===== config.mk =====
export PLATFORM = sky130hd
export DESIGN_NAME = c3lib_ckg_ctrl_seq
export DESIGN_NICKNAME = d
export VERILOG_FILES = /design/src/rtl/c3lib_ckg_ctrl_pkg.sv /design/src/rtl/c3lib_ckg_ctrl_fsm.sv /design/src/rtl/c3lib_ckg_ctrl_seq.sv
export SDC_FILE = /design/constraint.sdc
export NUM_CORES = 1
export LEC_CHECK = 0
export ABC_CLOCK_PERIOD_IN_PS = 5400
export CAP_MARGIN = 20
export CORE_ASPECT_RATIO = 0.8
export CORE_MARGIN = 5
export CORE_UTILIZATION = 45
export DETAILED_ROUTE_END_ITERATION = 6
export PLACE_DENSITY = 0.7
export SLEW_MARGIN = 30
export SYNTH_ARGS = -nofsm -noshare
export SYNTH_HDL_FRONTEND = slang
export SYNTH_SLANG_ARGS = --single-unit

===== constraint.sdc =====
create_clock -name clk -period 5.4 [get_ports clk]
set_clock_uncertainty 0.2 [all_clocks]
set_input_delay 0.54 -clock clk [delete_from_list [all_inputs] [get_ports clk]]
set_output_delay 0.54 -clock clk [all_outputs]
set_load 0.01 [all_outputs]

===== src/rtl/c3lib_ckg_ctrl_pkg.sv =====
// Shared definitions for the clock-gater controller: the per-domain state
// encoding and the helper that sizes the settle/idle/stagger counters.
package c3lib_ckg_ctrl_pkg;

   // Per-domain state. The encoding is fixed at 3 bits so that the debug
   // state bus has a stable layout.
   typedef enum logic [2:0] {
      S_OFF    = 3'd0,
      S_PEND   = 3'd1,
      S_SETTLE = 3'd2,
      S_ON     = 3'd3,
      S_IDLE   = 3'd4
   } ckg_state_e;

   // The same encodings as plain constants. Legacy consumers and the FSM
   // compare against these.
   localparam logic [2:0] ST_OFF    = S_OFF;
   localparam logic [2:0] ST_PEND   = S_PEND;
   localparam logic [2:0] ST_SETTLE = S_SETTLE;
   localparam logic [2:0] ST_ON     = S_ON;
   localparam logic [2:0] ST_IDLE   = S_IDLE;

   // Returns the counter width needed to hold the largest reload value.
   // One width is shared by all three counters.
   function automatic int ckg_cnt_w(input int settle_cyc, input int idle_cyc,
                                    input int stagger_cyc);
      int m;
      m = settle_cyc;
      if (idle_cyc > m) m = idle_cyc;
      if (stagger_cyc > m) m = stagger_cyc;
      return $clog2(m + 1);
   endfunction

endpackage


===== src/rtl/c3lib_ckg_ctrl_fsm.sv =====
// State machine for one clock domain.
// It handles the req/ack handshake, holds ack off while the gated clock
// settles, and applies idle hysteresis before the clock is gated off.
//
// Handshake (4-phase, level):
//   - The requester raises req_o and waits for ack_o to rise.
//   - The requester then drops req_o and waits for ack_o to fall.
//   - ack_o rises only after the gated clock has run SETTLE_CYC cycles.
//   - ack_o falls together with en_o, once req has stayed low for IDLE_CYC cycles.
//   - req may change at any time. The state machine below defines the result.
module c3lib_ckg_ctrl_fsm
   import c3lib_ckg_ctrl_pkg::*;
#(
   parameter int SETTLE_CYC = 4,
   parameter int IDLE_CYC   = 8,
   parameter int CW         = 4
) (
   input  logic       clk,
   input  logic       rst_n,
   input  logic       req_i,
   input  logic       grant_i,
   output logic       pend_o,
   output logic       settle_o,
   output logic       en_o,
   output logic       ack_o,
   output logic [2:0] state_o
);

   localparam logic [CW-1:0] SETTLE_LD = CW'(SETTLE_CYC - 1);
   localparam logic [CW-1:0] IDLE_LD   = CW'(IDLE_CYC - 1);

   logic [2:0]    state_q, state_d;
   logic [CW-1:0] cnt_q, cnt_d;
   logic          en_q, en_d;
   logic          ack_q, ack_d;

   // Next-state logic. en and ack are computed here from the next state,
   // so that every output is driven from a register.
   always_comb begin
      state_d = state_q;
      cnt_d   = cnt_q;
      ack_d   = ack_q;
      case (state_q)
         ST_OFF: begin
            if (req_i) state_d = ST_PEND;
         end
         ST_PEND: begin
            if (!req_i) begin
               state_d = ST_OFF;
            end else if (grant_i) begin
               state_d = ST_SETTLE;
               cnt_d   = SETTLE_LD;
            end
         end
         ST_SETTLE: begin
            if (cnt_q == '0) begin
               if (req_i) begin
                  state_d = ST_ON;
                  ack_d   = 1'b1;
               end else begin
                  // Abandoned before ack: idle out with ack held low.
                  state_d = ST_IDLE;
                  cnt_d   = IDLE_LD;
                  ack_d   = 1'b0;
               end
            end else begin
               cnt_d = cnt_q - CW'(1);
            end
         end
         ST_ON: begin
            if (!req_i) begin
               state_d = ST_IDLE;
               cnt_d   = IDLE_LD;
            end
         end
         ST_IDLE: begin
            if (req_i) begin
               // The clock never stopped, so no re-settle is needed.
               state_d = ST_ON;
               ack_d   = 1'b1;
            end else if (cnt_q == '0) begin
               state_d = ST_OFF;
               ack_d   = 1'b0;
            end else begin
               cnt_d = cnt_q - CW'(1);
            end
         end
         default: begin
            state_d = ST_OFF;
            cnt_d   = '0;
            ack_d   = 1'b0;
         end
      endcase
      en_d = (state_d == ST_SETTLE) || (state_d == ST_ON) || (state_d == ST_IDLE);
   end

   // State, counter and output registers, with synchronous active-low reset.
   always_ff @(posedge clk) begin
      if (!rst_n) begin
         state_q <= ST_OFF;
         cnt_q   <= '0;
         en_q    <= 1'b0;
         ack_q   <= 1'b0;
      end else begin
         state_q <= state_d;
         cnt_q   <= cnt_d;
         en_q    <= en_d;
         ack_q   <= ack_d;
      end
   end

   assign pend_o   = (state_q == ST_PEND);
   assign settle_o = (state_q == ST_SETTLE);
   assign en_o     = en_q;
   assign ack_o    = ack_q;
   assign state_o  = state_q;

endmodule


===== src/rtl/c3lib_ckg_ctrl_seq.sv =====
// Controller for a bank of clock gaters.
// This top level holds one FSM per domain, a round-robin turn-on arbiter
// with a global stagger counter (to limit di/dt), and the test-enable OR
// that drives the gater clk_en pins.
module c3lib_ckg_ctrl_seq
   import c3lib_ckg_ctrl_pkg::*;
#(
   parameter int NUM_CKG     = 4,
   parameter int SETTLE_CYC  = 4,
   parameter int IDLE_CYC    = 8,
   parameter int STAGGER_CYC = 3
) (
   input  logic                 clk,
   input  logic                 rst_n,
   input  logic                 tst_en,
   input  logic [NUM_CKG-1:0]   req,
   output logic [NUM_CKG-1:0]   ack,
   output logic [NUM_CKG-1:0]   ckg_en,
   output logic                 busy,
   output logic [3*NUM_CKG-1:0] fsm_state_o
);

   localparam int CW = ckg_cnt_w(SETTLE_CYC, IDLE_CYC, STAGGER_CYC);
   localparam int PW = (NUM_CKG > 1) ? $clog2(NUM_CKG) : 1;

   logic [NUM_CKG-1:0] pend, settle, fsm_en, fsm_ack, grant;
   logic [CW-1:0]      stg_cnt_q, stg_cnt_d;
   logic [PW-1:0]      ptr_q, ptr_d;
   logic               found;
   int                 idx;

   // One FSM per domain.
   for (genvar g = 0; g < NUM_CKG; g++) begin : g_fsm
      c3lib_ckg_ctrl_fsm #(
         .SETTLE_CYC(SETTLE_CYC),
         .IDLE_CYC  (IDLE_CYC),
         .CW        (CW)
      ) u_fsm (
         .clk     (clk),
         .rst_n   (rst_n),
         .req_i   (req[g]),
         .grant_i (grant[g]),
         .pend_o  (pend[g]),
         .settle_o(settle[g]),
         .en_o    (fsm_en[g]),
         .ack_o   (fsm_ack[g]),
         .state_o (fsm_state_o[3*g +: 3])
      );
   end

   // Stagger arbiter. While the stagger counter is non-zero it only counts
   // down. When it is zero, it grants the first PEND domain that still
   // requests, searching round-robin from the pointer. A domain dropping req
   // while in PEND is not eligible, so it never consumes a slot.
   always_comb begin
      grant     = '0;
      ptr_d     = ptr_q;
      stg_cnt_d = stg_cnt_q;
      found     = 1'b0;
      idx       = 0;
      if (stg_cnt_q != '0) begin
         stg_cnt_d = stg_cnt_q - CW'(1);
      end else begin
         for (int k = 0; k < NUM_CKG; k++) begin
            idx = int'(ptr_q) + k;
            if (idx >= NUM_CKG) idx = idx - NUM_CKG;
            if (!found && pend[idx] && req[idx]) begin
               found      = 1'b1;
               grant[idx] = 1'b1;
               ptr_d      = (idx == NUM_CKG - 1) ? '0 : PW'(idx + 1);
               stg_cnt_d  = CW'(STAGGER_CYC - 1);
            end
         end
      end
   end

   // Arbiter state registers.
   always_ff @(posedge clk) begin
      if (!rst_n) begin
         stg_cnt_q <= '0;
         ptr_q     <= '0;
      end else begin
         stg_cnt_q <= stg_cnt_d;
         ptr_q     <= ptr_d;
      end
   end

   // tst_en mirrors the gater test-enable. It is the only combinational
   // path to an output and it does not touch the FSMs.
   assign ckg_en = fsm_en | {NUM_CKG{tst_en}};
   assign ack    = fsm_ack;
   assign busy   = |(pend | settle);

endmodule


==> results of run 1 <==
==> state kept, by name, summed over array words and instances, names as in the netlist <==
name,flops
g_fsm.u_fsm.ack_o,4
g_fsm.u_fsm.cnt_q,16
g_fsm.u_fsm.en_o,4
g_fsm.u_fsm.state_o,12
ptr_q,2
stg_cnt_q,4
==> through the flow <==
step,instances,total power [uW],hold slack [ns],util (%)
final,602,1020,0.271,50.3
after floorplan,490,694,0.245,-
after global routing,602,1100,0.305,50.3
after global placement,594,791,0.256,49.0
after CTS,602,1020,0.277,50.3
after detailed placement,594,803,0.264,49.1
==> power by group <==
| group | total, uW | switching [uW] | leakage, uW | internal (uW) |
|---|---|---|---|---|
| clock | 221 | 118 | 0.0000472 | 103 |
| sequential | 385 | 47.7 | 0.000341 | 337 |
| combinational | 418 | 253 | 0.000991 | 165 |
| total | 1020 | 419 | 0.00138 | 605 |
==> Yosys cell counts, drive strengths merged, types with 6 or more instances <==
library cell and n:
nor2 50, nor3 25, and3 6, a31oi 9, clkbuf 25, nand2b 9, o21ai 34, o211ai 7
ha 15, inv 26, buf 8, o32ai 6, nand3 9, a21oi 54, o22ai 6, a211oi 7
dfxtp 42, nor3b 11, nand2 41, nor2b 7, o31ai 6
==> critical path: stages (launching register included) <==
cell,delay [ns]
dfxtp_1,0.62
inv_1,0.31
ha_1,0.49
and3_1,0.19
o21ai_1,0.60
a211oi_1,0.20
o31a_1,0.36
o221a_1,0.27
nor3_2,0.09
==> logic make-up after synthesis <==
group	count (synthesis)	share of synthesized area (%)
buffers and inverters	61	7.43
flip-flops	42	23.3
adder cells (fa/ha/maj)	15	5.21
XOR/XNOR	5	1.22
AO/OA/AOI/OAI	168	30.6
AND/OR/NAND/NOR	190	28.3
multiplexers	9	3.93
==> layer usage <==
| metal | global-route usage, % | vias to the layer above | wire length (um) |
|---|---|---|---|
| li1 | - | 1821 | - |
| met1 | 28.8 | 1713 | 4450 |
| met5 | 0 | - | 0 |
| met3 | 5.01 | 17 | 761 |
| met2 | 27.7 | 158 | 4030 |
| met4 | 4.88 | 0 | 162 |
==> path summary, 6_finish.rpt <==
kind                                               from                       to  slack (ns)
worst max register to register                 ptr_q[0]  g_fsm[2].u_fsm.cnt_q[2]        2.00
worst min register to register  g_fsm[3].u_fsm.cnt_q[0]  g_fsm[3].u_fsm.cnt_q[0]        0.27
worst min-delay path            g_fsm[3].u_fsm.cnt_q[0]  g_fsm[3].u_fsm.cnt_q[0]        0.27
worst max-delay path                           ptr_q[0]  g_fsm[2].u_fsm.cnt_q[2]        2.00
==> final cells by class <==
cell class	count	area, sq um	share of cell area, %
clock inverter	2	12.5	0.316
multi-input combinational	387	2500	63.1
timing repair buffer	29	285	7.20
sequential	42	841	21.2
inverter	28	105	2.65
clock buffer	6	82.6	2.09
tap	108	135	3.41
==> flow_metrics.tcl, run 1 <==
set metrics [dict create \
    hold_class "reg2reg" \
    crit_path_start_kind "register" \
    synth_flop_cell "dfxtp_1" \
    core-area_sq_mm 0.00787 \
    clk_path_buf_depth 2 \
    setup_violations 0 \
    clk_latency_ns 0.30 \
    setup-tns-final_ns 0 \
    worst_pin_slew_ns 0.864 \
    rows 29 \
    rsz0062_at_grt "false" \
    cts-root-buf "clkbuf_8" \
    timing.final.ws_setup_ns 2.00 \
    arrival_ns 3.42 \
    synthArstFlopShare_pct 0 \
    num_vias 3709 \
    drv_slew 0 \
    synth_top_area_cell "dfxtp_1" \
    end_kind "register" \
    gp_congestion 0.983 \
    ant_nets 0 \
    slew_headroom_pct 42.3 \
    crit_type "reg2reg" \
    crit_fanout 13 \
    synth_warnings 0 \
    drc 0 \
    portBuffers 27 \
    synth.avg_cell_area_sq_um 7.35 \
    grt_max_degree 27 \
    die_w_um 110 \
    initial_core_util_pct 45.7 \
    syn_area_sq_mm 0.00360 \
    synth_area_leaders "dfxtp_1 (23%), a21oi_1 (7.4%), ha_1 (5.2%), nor2_1 (5.2%), o21ai_0 (4.6%)" \
    cts_num_sinks 42 \
    ir_drop_mv 0.140 \
    final_cell_area_sq_mm 0.00396 \
    ys_types 70 \
    place_area_sq_mm 0.00386 \
    syn_inst 490 \
    grt_pass1_wl_um 16300 \
    avgViaCountPerCell 6.16 \
    status "finished clean" \
    whs_path_depth 2 \
    finalCritPeriodShare_pct 62.9 \
    ios 28 \
    finalCriticalPeriod_ns 3.40 \
    post-cts-setup-buffers 0 \
    yosysSeqAreaShare_pct 23.3 \
    hold_buffers 0 \
    final_common_cell "a21oi_1" \
    layout_common_cells "a21oi_1 (53), nor2_1 (50), dfxtp_1 (42)" \
    die_area_sq_mm 0.00991 \
    antenna_found_initial 0 \
    fmax_ghz 0.294 \
    cts_made_buffers 5 \
    drive_gt1_share_pct 7.09 \
    firstDrtPassIters 7 \
    clk_pin_slew_ns 0.09 \
    yosysTopAreaCellShare_pct 23.3 \
    cts_tree "built" \
    die_h_um 90.0 \
    drt-wirelength-per-cell_um 15.6 \
    htree_levels 2 \
    reg2reg_depth 8 \
    track_usage_pct 19.4 \
    routed_wl_um 9410 \
    p_per_area_mw_per_mm2 258 \
    ys_ff_latch 42 \
    grt.overflow.total 0 \
    syn-num-nets 512 \
    grt_pass1_vias 3402 \
    cp.required_ns 5.42 \
    final-hold-violation-count 0 \
    cts_resized 0 \
    drt_iter0_markers 203 \
    synth_edf_count 0 \
    power.leakage_uw 0.00138 \
    nFillCells 786 \
    num-nets-final 515 \
    syn2layout_area_growth_pct 9.93 \
    antenna_cells 0 \
    drv_cap 0 \
    dp_hpwl_um 6670 \
    dpl_worst_slack_ns 1.74 \
]
Power figures use the tool's default switching activity.
==> inputs of run 2 (changes only) <==
--- a/config.mk
+++ b/config.mk
@@ -5,7 +5,7 @@
 export SDC_FILE = /design/constraint.sdc
 export NUM_CORES = 1
 export LEC_CHECK = 0
-export ABC_CLOCK_PERIOD_IN_PS = 5400
+export ABC_CLOCK_PERIOD_IN_PS = 3350
 export CAP_MARGIN = 20
 export CORE_ASPECT_RATIO = 0.8
 export CORE_MARGIN = 5
==> constraint.sdc (replaced) <==
create_clock -name clk -period 3.35 [get_ports clk]
set_clock_uncertainty 0.2 [all_clocks]
set_input_delay 0.335 -clock clk [delete_from_list [all_inputs] [get_ports clk]]
set_output_delay 0.335 -clock clk [all_outputs]
set_load 0.01 [all_outputs]
==> flow_metrics.tcl, run 2 (synthesis gave the netlist of run 1 again) <==
set metrics [dict create \
    status "finished clean" \
    arrival_ns 2.87 \
    fin_util_pct 52.4 \
    drv_slew 0 \
    hold_buffers 0 \
    drc 0 \
    drt_iter0_markers 265 \
    avgViaCountPerCell 6.13 \
    cts-root-buf "clkbuf_8" \
    portBuffers 27 \
    place_area_sq_mm 0.00405 \
    setup-tns-final_ns 0 \
    end_kind "register" \
    slew_headroom_pct 50.2 \
    track_usage_pct 20.3 \
    final_cell_area_sq_mm 0.00412 \
    reg2reg_depth 7 \
    finalCriticalPeriod_ns 2.87 \
    clk_latency_ns 0.30 \
    finalCritPeriodShare_pct 85.6 \
    core-area_sq_mm 0.00787 \
    gp_congestion 0.944 \
    clk_pin_slew_ns 0.08 \
    drv_cap 0 \
    grt_pass1_vias 3518 \
    post-cts-setup-buffers 0 \
    top_register "g_fsm.u_fsm.cnt_q" \
    drt-wirelength-per-cell_um 16.1 \
    whs_path_depth 2 \
    final_common_cell "a21oi_1" \
    routed_wl_um 10100 \
    dp_hpwl_um 7070 \
    fmax_ghz 0.349 \
    initial_core_util_pct 45.7 \
    cts_num_sinks 42 \
    grt_pass1_wl_um 16800 \
    hold_class "reg2reg" \
    setup_violations 0 \
    die_w_um 110 \
    clk_path_buf_depth 2 \
    power.leakage_uw 0.00149 \
    htree_levels 2 \
    antenna_found_initial 0 \
    p_per_area_mw_per_mm2 407 \
    firstDrtPassIters 5 \
    crit_path_start_kind "register" \
    cts_tree "built" \
    ios 28 \
    die_h_um 90.0 \
    layout_common_cells "a21oi_1 (53), nor2_1 (50), dfxtp_1 (42)" \
    crit_type "reg2reg" \
    rsz0062_at_grt "false" \
    grt.overflow.total 0 \
    syn2layout_area_growth_pct 14.5 \
    num_vias 3835 \
    final-hold-violation-count 0 \
    ir_drop_mv 0.272 \
    antenna_cells 0 \
    die_area_sq_mm 0.00991 \
    rows 29 \
    cts_made_buffers 5 \
    crit_fanout 17 \
    drive_gt1_share_pct 10.8 \
    num-nets-final 540 \
    ant_nets 0 \
    grt_max_degree 27 \
    worst_pin_slew_ns 0.740 \
    largest_reg_flops 16 \
    cp.required_ns 3.35 \
    cts_resized 0 \
]
-- run 2: changes by cell type in the layout (fill, tap and decap cells not counted) --
cell and delta:
buf_4 +25, clkbuf_1 +2, clkbuf_8 -1, clkinv_2 -1
clkinvlp_4 -1, nor3b_1 +1, nor3b_2 -1
-- run 2: area by class of cell --
| class | count | area [sq um] |
|---|---|---|
| Sequential cell | 42 | 841 |
| Timing Repair Buffer | 54 | 473 |
| Inverter | 28 | 105 |
| Clock buffer | 7 | 76.3 |
| Tap cell | 108 | 135 |
| Fill cell | 771 | 3750 |
| Multi-Input combinational cell | 387 | 2490 |
-- run 2: layer usage --
layer	global-route usage, %	wire [um]
met1	29.7	4820
met2	30.4	4510
met3	3.22	590
met4	5.61	149
met5	0	0
-- run 2: report_power, final --
group | switching, uW | leakage [uW] | internal [uW] | total [uW]
Combinational | 465 | 0.00111 | 308 | 773
Clock | 184 | 0.0000383 | 144 | 328
Sequential | 34.8 | 0.000341 | 543 | 578
Total | 683 | 0.00149 | 995 | 1680
-- run 2: final timing paths --
check	end	startpoint	slack, ns
worst min register to register	g_fsm[3].u_fsm.cnt_q[0]	g_fsm[3].u_fsm.cnt_q[0]	0.28
worst max register to register	g_fsm[1].u_fsm.cnt_q[0]	g_fsm[0].u_fsm.state_o[1]	0.48
worst min-delay path	g_fsm[3].u_fsm.cnt_q[0]	g_fsm[3].u_fsm.cnt_q[0]	0.28
worst max-delay path	g_fsm[1].u_fsm.cnt_q[0]	g_fsm[0].u_fsm.state_o[1]	0.48
-- run 2: critical path, stage by stage (launching register included) --
cell and delay [ns]:
dfxtp_1 0.66, nand4bb_1 0.30, mux4_2 0.40, o211ai_2 0.14, a2111oi_4 0.42, nor3_4 0.12, and2_4 0.19, o311a_1 0.33
-- run 2: metrics by stage --
step	hold slack (ns)	power [uW]	instances	worst slack, ns
finish	0.281	1680	626	0.482
global route	0.308	1800	626	0.344
CTS	0.283	1670	626	0.513
detailed placement	0.271	1340	619	0.268
global placement	0.268	1340	619	0.315
floorplan	0.245	1120	490	0.476
==> inputs of run 3 (changes only) <==
--- a/config.mk
+++ b/config.mk
@@ -7,7 +7,7 @@
 export LEC_CHECK = 0
 export ABC_CLOCK_PERIOD_IN_PS = 3350
 export CAP_MARGIN = 20
-export CORE_ASPECT_RATIO = 0.8
+export CORE_ASPECT_RATIO = 1.75
 export CORE_MARGIN = 5
 export CORE_UTILIZATION = 45
 export DETAILED_ROUTE_END_ITERATION = 6
==> flow_metrics.tcl, run 3 (synthesis gave the netlist of run 1 again) <==
set metrics [dict create \
    timing.final.ws_setup_ns 0.511 \
    drv_slew 0 \
    critPathSlowestCell "o2111ai_1" \
    clk_path_buf_depth 2 \
    grt_pass1_vias 3643 \
    post-cts-setup-buffers 0 \
    slew_headroom_pct 47.2 \
    fmax_ghz 0.352 \
    worst_pin_slew_ns 0.791 \
    cts_tree "built" \
    ant_nets 0 \
    dpl_worst_slack_ns 0.332 \
    routed_wl_um 10500 \
    crit_start "g_fsm[3].u_fsm.state_o[2]" \
    multiInputGateArea_sq_mm 0.00249 \
    finalCriticalPeriod_ns 2.84 \
    finalCritPeriodShare_pct 84.8 \
    cts_num_sinks 42 \
    portBuffers 27 \
    firstDrtPassIters 5 \
    arrival_ns 2.81 \
    path_delay_family "compound AO/OA/AOI/OAI gates" \
    status "finished clean" \
    cp.required_ns 3.32 \
    clk_pin_slew_ns 0.07 \
    setup-tns-final_ns 0 \
    ios 28 \
    layout_common_cells "a21oi_1 (53), nor2_1 (50), dfxtp_1 (42)" \
    antenna_cells 0 \
    grt_pass1_wl_um 17500 \
    cts_made_buffers 5 \
    setup_violations 0 \
    power.leakage_uw 0.00155 \
    path_cells "nand4bb_1 > and3_1 > o2111ai_1 > a211oi_1 > o31a_1 > o311a_1" \
    p_per_area_mw_per_mm2 481 \
    die_w_um 77.6 \
    reg2reg_depth 6 \
    largest_reg_flops 16 \
    critPathBufInv 0 \
    drv_cap 0 \
    drive_gt1_share_pct 11.2 \
    gp_congestion 0.966 \
    regArea_sq_um 841 \
    crit_path_start_kind "register" \
    rsz0062_at_grt "false" \
    dp_hpwl_um 7690 \
    timing.rr.end "g_fsm[2].u_fsm.cnt_q[1]" \
    final-hold-violation-count 0 \
    core-area_sq_mm 0.00786 \
    grt_max_degree 26 \
    slowest_delay_ns 0.59 \
    die_h_um 128 \
    whs_path_depth 2 \
    reg2reg_slack_ns 0.51 \
    ir_drop_mv 0.327 \
    initial_core_util_pct 45.9 \
    top_register "g_fsm.u_fsm.cnt_q" \
    nFillCells 765 \
    crit_type "reg2reg" \
    track_usage_pct 21.0 \
    htree_levels 2 \
    cp-endpoint "g_fsm[2].u_fsm.cnt_q[1]" \
    timing.hold.ws_ns 0.286 \
    hold_buffers 0 \
    cts_resized 0 \
    crit_fanout 15 \
    grt.overflow.total 0 \
    crit_cells 6 \
    cts-root-buf "clkbuf_16" \
    avgViaCountPerCell 6.38 \
    hold_class "reg2reg" \
    die_area_sq_mm 0.00997 \
    num_vias 3878 \
    final_common_cell "a21oi_1" \
    drc 0 \
    clk_latency_ns 0.30 \
    drt-wirelength-per-cell_um 17.2 \
    drt_iter0_markers 242 \
    syn2layout_area_growth_pct 17.1 \
    num-nets-final 539 \
    end_kind "register" \
    rows 43 \
    antenna_found_initial 0 \
    timing.rr.start "g_fsm[3].u_fsm.state_o[2]" \
]
==> run 3: routing by layer <==
metal | part of all wire, % | routed length, um | GRT usage [%] | vias to the layer above
li1 | - | - | - | 1861
met1 | 39 | 4110 | 23.3 | 1860
met2 | 54 | 5680 | 39.0 | 132
met3 | 3.7 | 384 | 2.45 | 25
met4 | 2.9 | 303 | 9.41 | 0
met5 | 0 | 0 | 0 | -
==> run 3: tightest hold or removal path, cell delays in order, from the launching register on <==
cell	delay, ns
dfxtp_1	0.32
nand2_1	0.06
a21oi_1	0.06
==> run 3: final cells by class <==
type / instances / share of cell area [%]
Tap cell: 90 / 2.67
Timing Repair Buffer: 53 / 11.0
Sequential cell: 42 / 19.9
Inverter: 28 / 2.49
Clock inverter: 2 / 1.42
Multi-Input combinational cell: 387 / 59.1
Clock buffer: 6 / 3.29
==> run 3: per-stage QoR <==
| step | total power, uW | utilization, % | instance area [sq um] | std cells |
|---|---|---|---|---|
| global placement | 1340 | 51.1 | 4020 | 600 |
| detailed placement | 1360 | 51.1 | 4020 | 600 |
| CTS | 2020 | 53.7 | 4220 | 608 |
| floorplan | 1120 | - | 3600 | 490 |
| global route | 2130 | 53.7 | 4220 | 608 |
| finish | 2030 | 53.7 | 4220 | 608 |
==> run 3: power breakdown <==
| group | switching, uW | leakage [uW] | total [uW] | internal, uW |
|---|---|---|---|---|
| combinational | 483 | 0.00111 | 789 | 306 |
| sequential | 33.6 | 0.000341 | 577 | 544 |
| clock | 212 | 0.0000971 | 660 | 448 |
| total | 729 | 0.00155 | 2030 | 1300 |
==> run 3: how the worst min path moves through the flow <==
stage	endpoint	startpoint	slack, ns
floorplan	g_fsm[3].u_fsm.cnt_q[0]	g_fsm[3].u_fsm.cnt_q[0]	0.24
global placement	g_fsm[3].u_fsm.cnt_q[0]	g_fsm[3].u_fsm.cnt_q[0]	0.26
global route	g_fsm[3].u_fsm.cnt_q[0]	g_fsm[3].u_fsm.cnt_q[0]	0.30
CTS	g_fsm[3].u_fsm.cnt_q[0]	g_fsm[3].u_fsm.cnt_q[0]	0.27
finish	g_fsm[3].u_fsm.cnt_q[0]	g_fsm[3].u_fsm.cnt_q[0]	0.29
detailed placement	g_fsm[3].u_fsm.cnt_q[0]	g_fsm[3].u_fsm.cnt_q[0]	0.26
==> patch: new RTL, settings of run 3 <==
`STAGGER_CYC`: 3 -> 6.
--- a/src/rtl/c3lib_ckg_ctrl_seq.sv
+++ b/src/rtl/c3lib_ckg_ctrl_seq.sv
@@ -10,3 +10,3 @@
    parameter int IDLE_CYC    = 8,
-   parameter int STAGGER_CYC = 3
+   parameter int STAGGER_CYC = 6
 ) (
Behaviour: same outputs for any inputs over 4 cycles, from zero or initial values and one cycle with rst_n low; that may be too few to reach the edited logic, so the function may still have changed.
==> patch against run 3 <==
Synthesized area is 2.7% lower. Fmax is 8.1% lower. Setup slack worse by 0.25 ns. Sequential share of layout area is 0.62 points higher. Utilization is 0.35 points higher. Power is 10% lower. Clock power is 25% lower. Cell count is 3.8% lower. Combinational power is 5.8% lower. Sequential cell count stayed put. Routed wire length is 8.2% lower. Synthesized cell count is 4.9% lower. Final area is 3.0% lower. Non-clock buffer count is 2 higher. Largest cell class unchanged.
==> patch: results (changes against run 3) <==
stage	metric	value	unit	change
drt	DR iter-0 viols	213		-12%
final_layout	nets@finish	517		-4.1%
drt	WL/cell	16.45	um	-4.6%
place	hpwl dp	6.997	mm	-9.0%
logic_synthesis	Post-Synth XOR/XNOR Area	1.500	%	+0.28 points
logic_synthesis	sequential share of the synthesized area	24.00	%	+0.66 points
timing	post-route minimum period	3.089	ns	+0.2498 ns
logic_synthesis	synth top area cells	dfxtp_1, nor2_1, ha_1		
global_route	vias in the first global route	3599		-1.2%
place	Placed Instances	576		-4.0%
logic_synthesis	Mean Syn Cell Area	7.518	um2	+2.3%
logic_synthesis	Synth top cells by count	nor2_1, dfxtp_1, nand2_1		
place	placed instance area	3934	um2	-2.1%
drt	TritonRoute pass-1 iters	4		-1
critical_path	R2R setup slack	0.26	ns	-0.25 ns
global_route	largest net degree at the start of global routing	24		-7.7%
logic_synthesis	Synth Area in Adders	5.000	%	-0.21 points
worst_hold_path	hold depth	1		-1
worst_hold_path	Hold Path End	stg_cnt_q[0]		
final_layout	Synth-to-Final Area Change	16.71	%	
critical_path	origin of the critical flop-to-flop path	ptr_q[1]		
drt	via/cell ratio	6.282		-1.5%
pwr	VDD IR-drop max	0.3553	mV	+8.7%
worst_hold_path	start point of the worst hold path	stg_cnt_q[0]		
final_layout	fill count	756		-1.2%
pwr	leakage	1.529	nW	-1.1%
critical_path	Largest stage delay, worst path	0.43	ns	-0.16 ns
timing	Least-Margin Pin Slew	0.5973	ns	-0.1935 ns
drt	vias post-DR	3675		-5.2%
global_route	first-pass GRT wire length	16.54	mm	-5.4%
floorplanning	Die X	76.70	um	-1.2%
critical_path	Crit Path Max Fanout	8		-7
logic_synthesis	Post-Syn Nets	487		-4.9%
timing	hold_ws	0.2839	ns	-0.002526 ns
logic_synthesis	area fraction in compound gates after synthesis	33.89	%	+3.3 points
critical_path	Arr. time, crit path	3.11	ns	+0.30 ns
logic_synthesis	mux cell area share after synthesis	2.429	%	-1.5 points
status	status	completed		
global_route	Overall Global Routing Usage	19.96	%	-1.0 points
place	gpl congestion	0.9178		-5.0%
[patch: routing by layer]
metal	track usage (%)	vias to the layer above	part of all wire (%)
met5	0	-	0
met4	9.784	0	3.3
met3	2.908	27	3.4
met2	36.71	92	53
met1	21.84	1752	40
li1	-	1804	-
[patch: where the power goes]
group | internal, mW | switching [mW]
clock | 0.296 | 0.201
sequential | 0.539 | 0.0363
combinational | 0.304 | 0.439
[patch: layout make-up]
type / count / share of cell area [%]
Tap cell: 88 / 2.693
Inverter: 21 / 1.928
Clock buffer: 7 / 3.488
Sequential cell: 42 / 20.56
Clock inverter: 1 / 0.1224
Multi-Input combinational cell: 371 / 59.46
Timing Repair Buffer: 55 / 11.75
[patch: what timing repair did]
item | CTS | global route
endpoints found under the hold margin | 0 | 0
setup endpoints to repair | 0 | 2
buffers inserted | 0 | 1
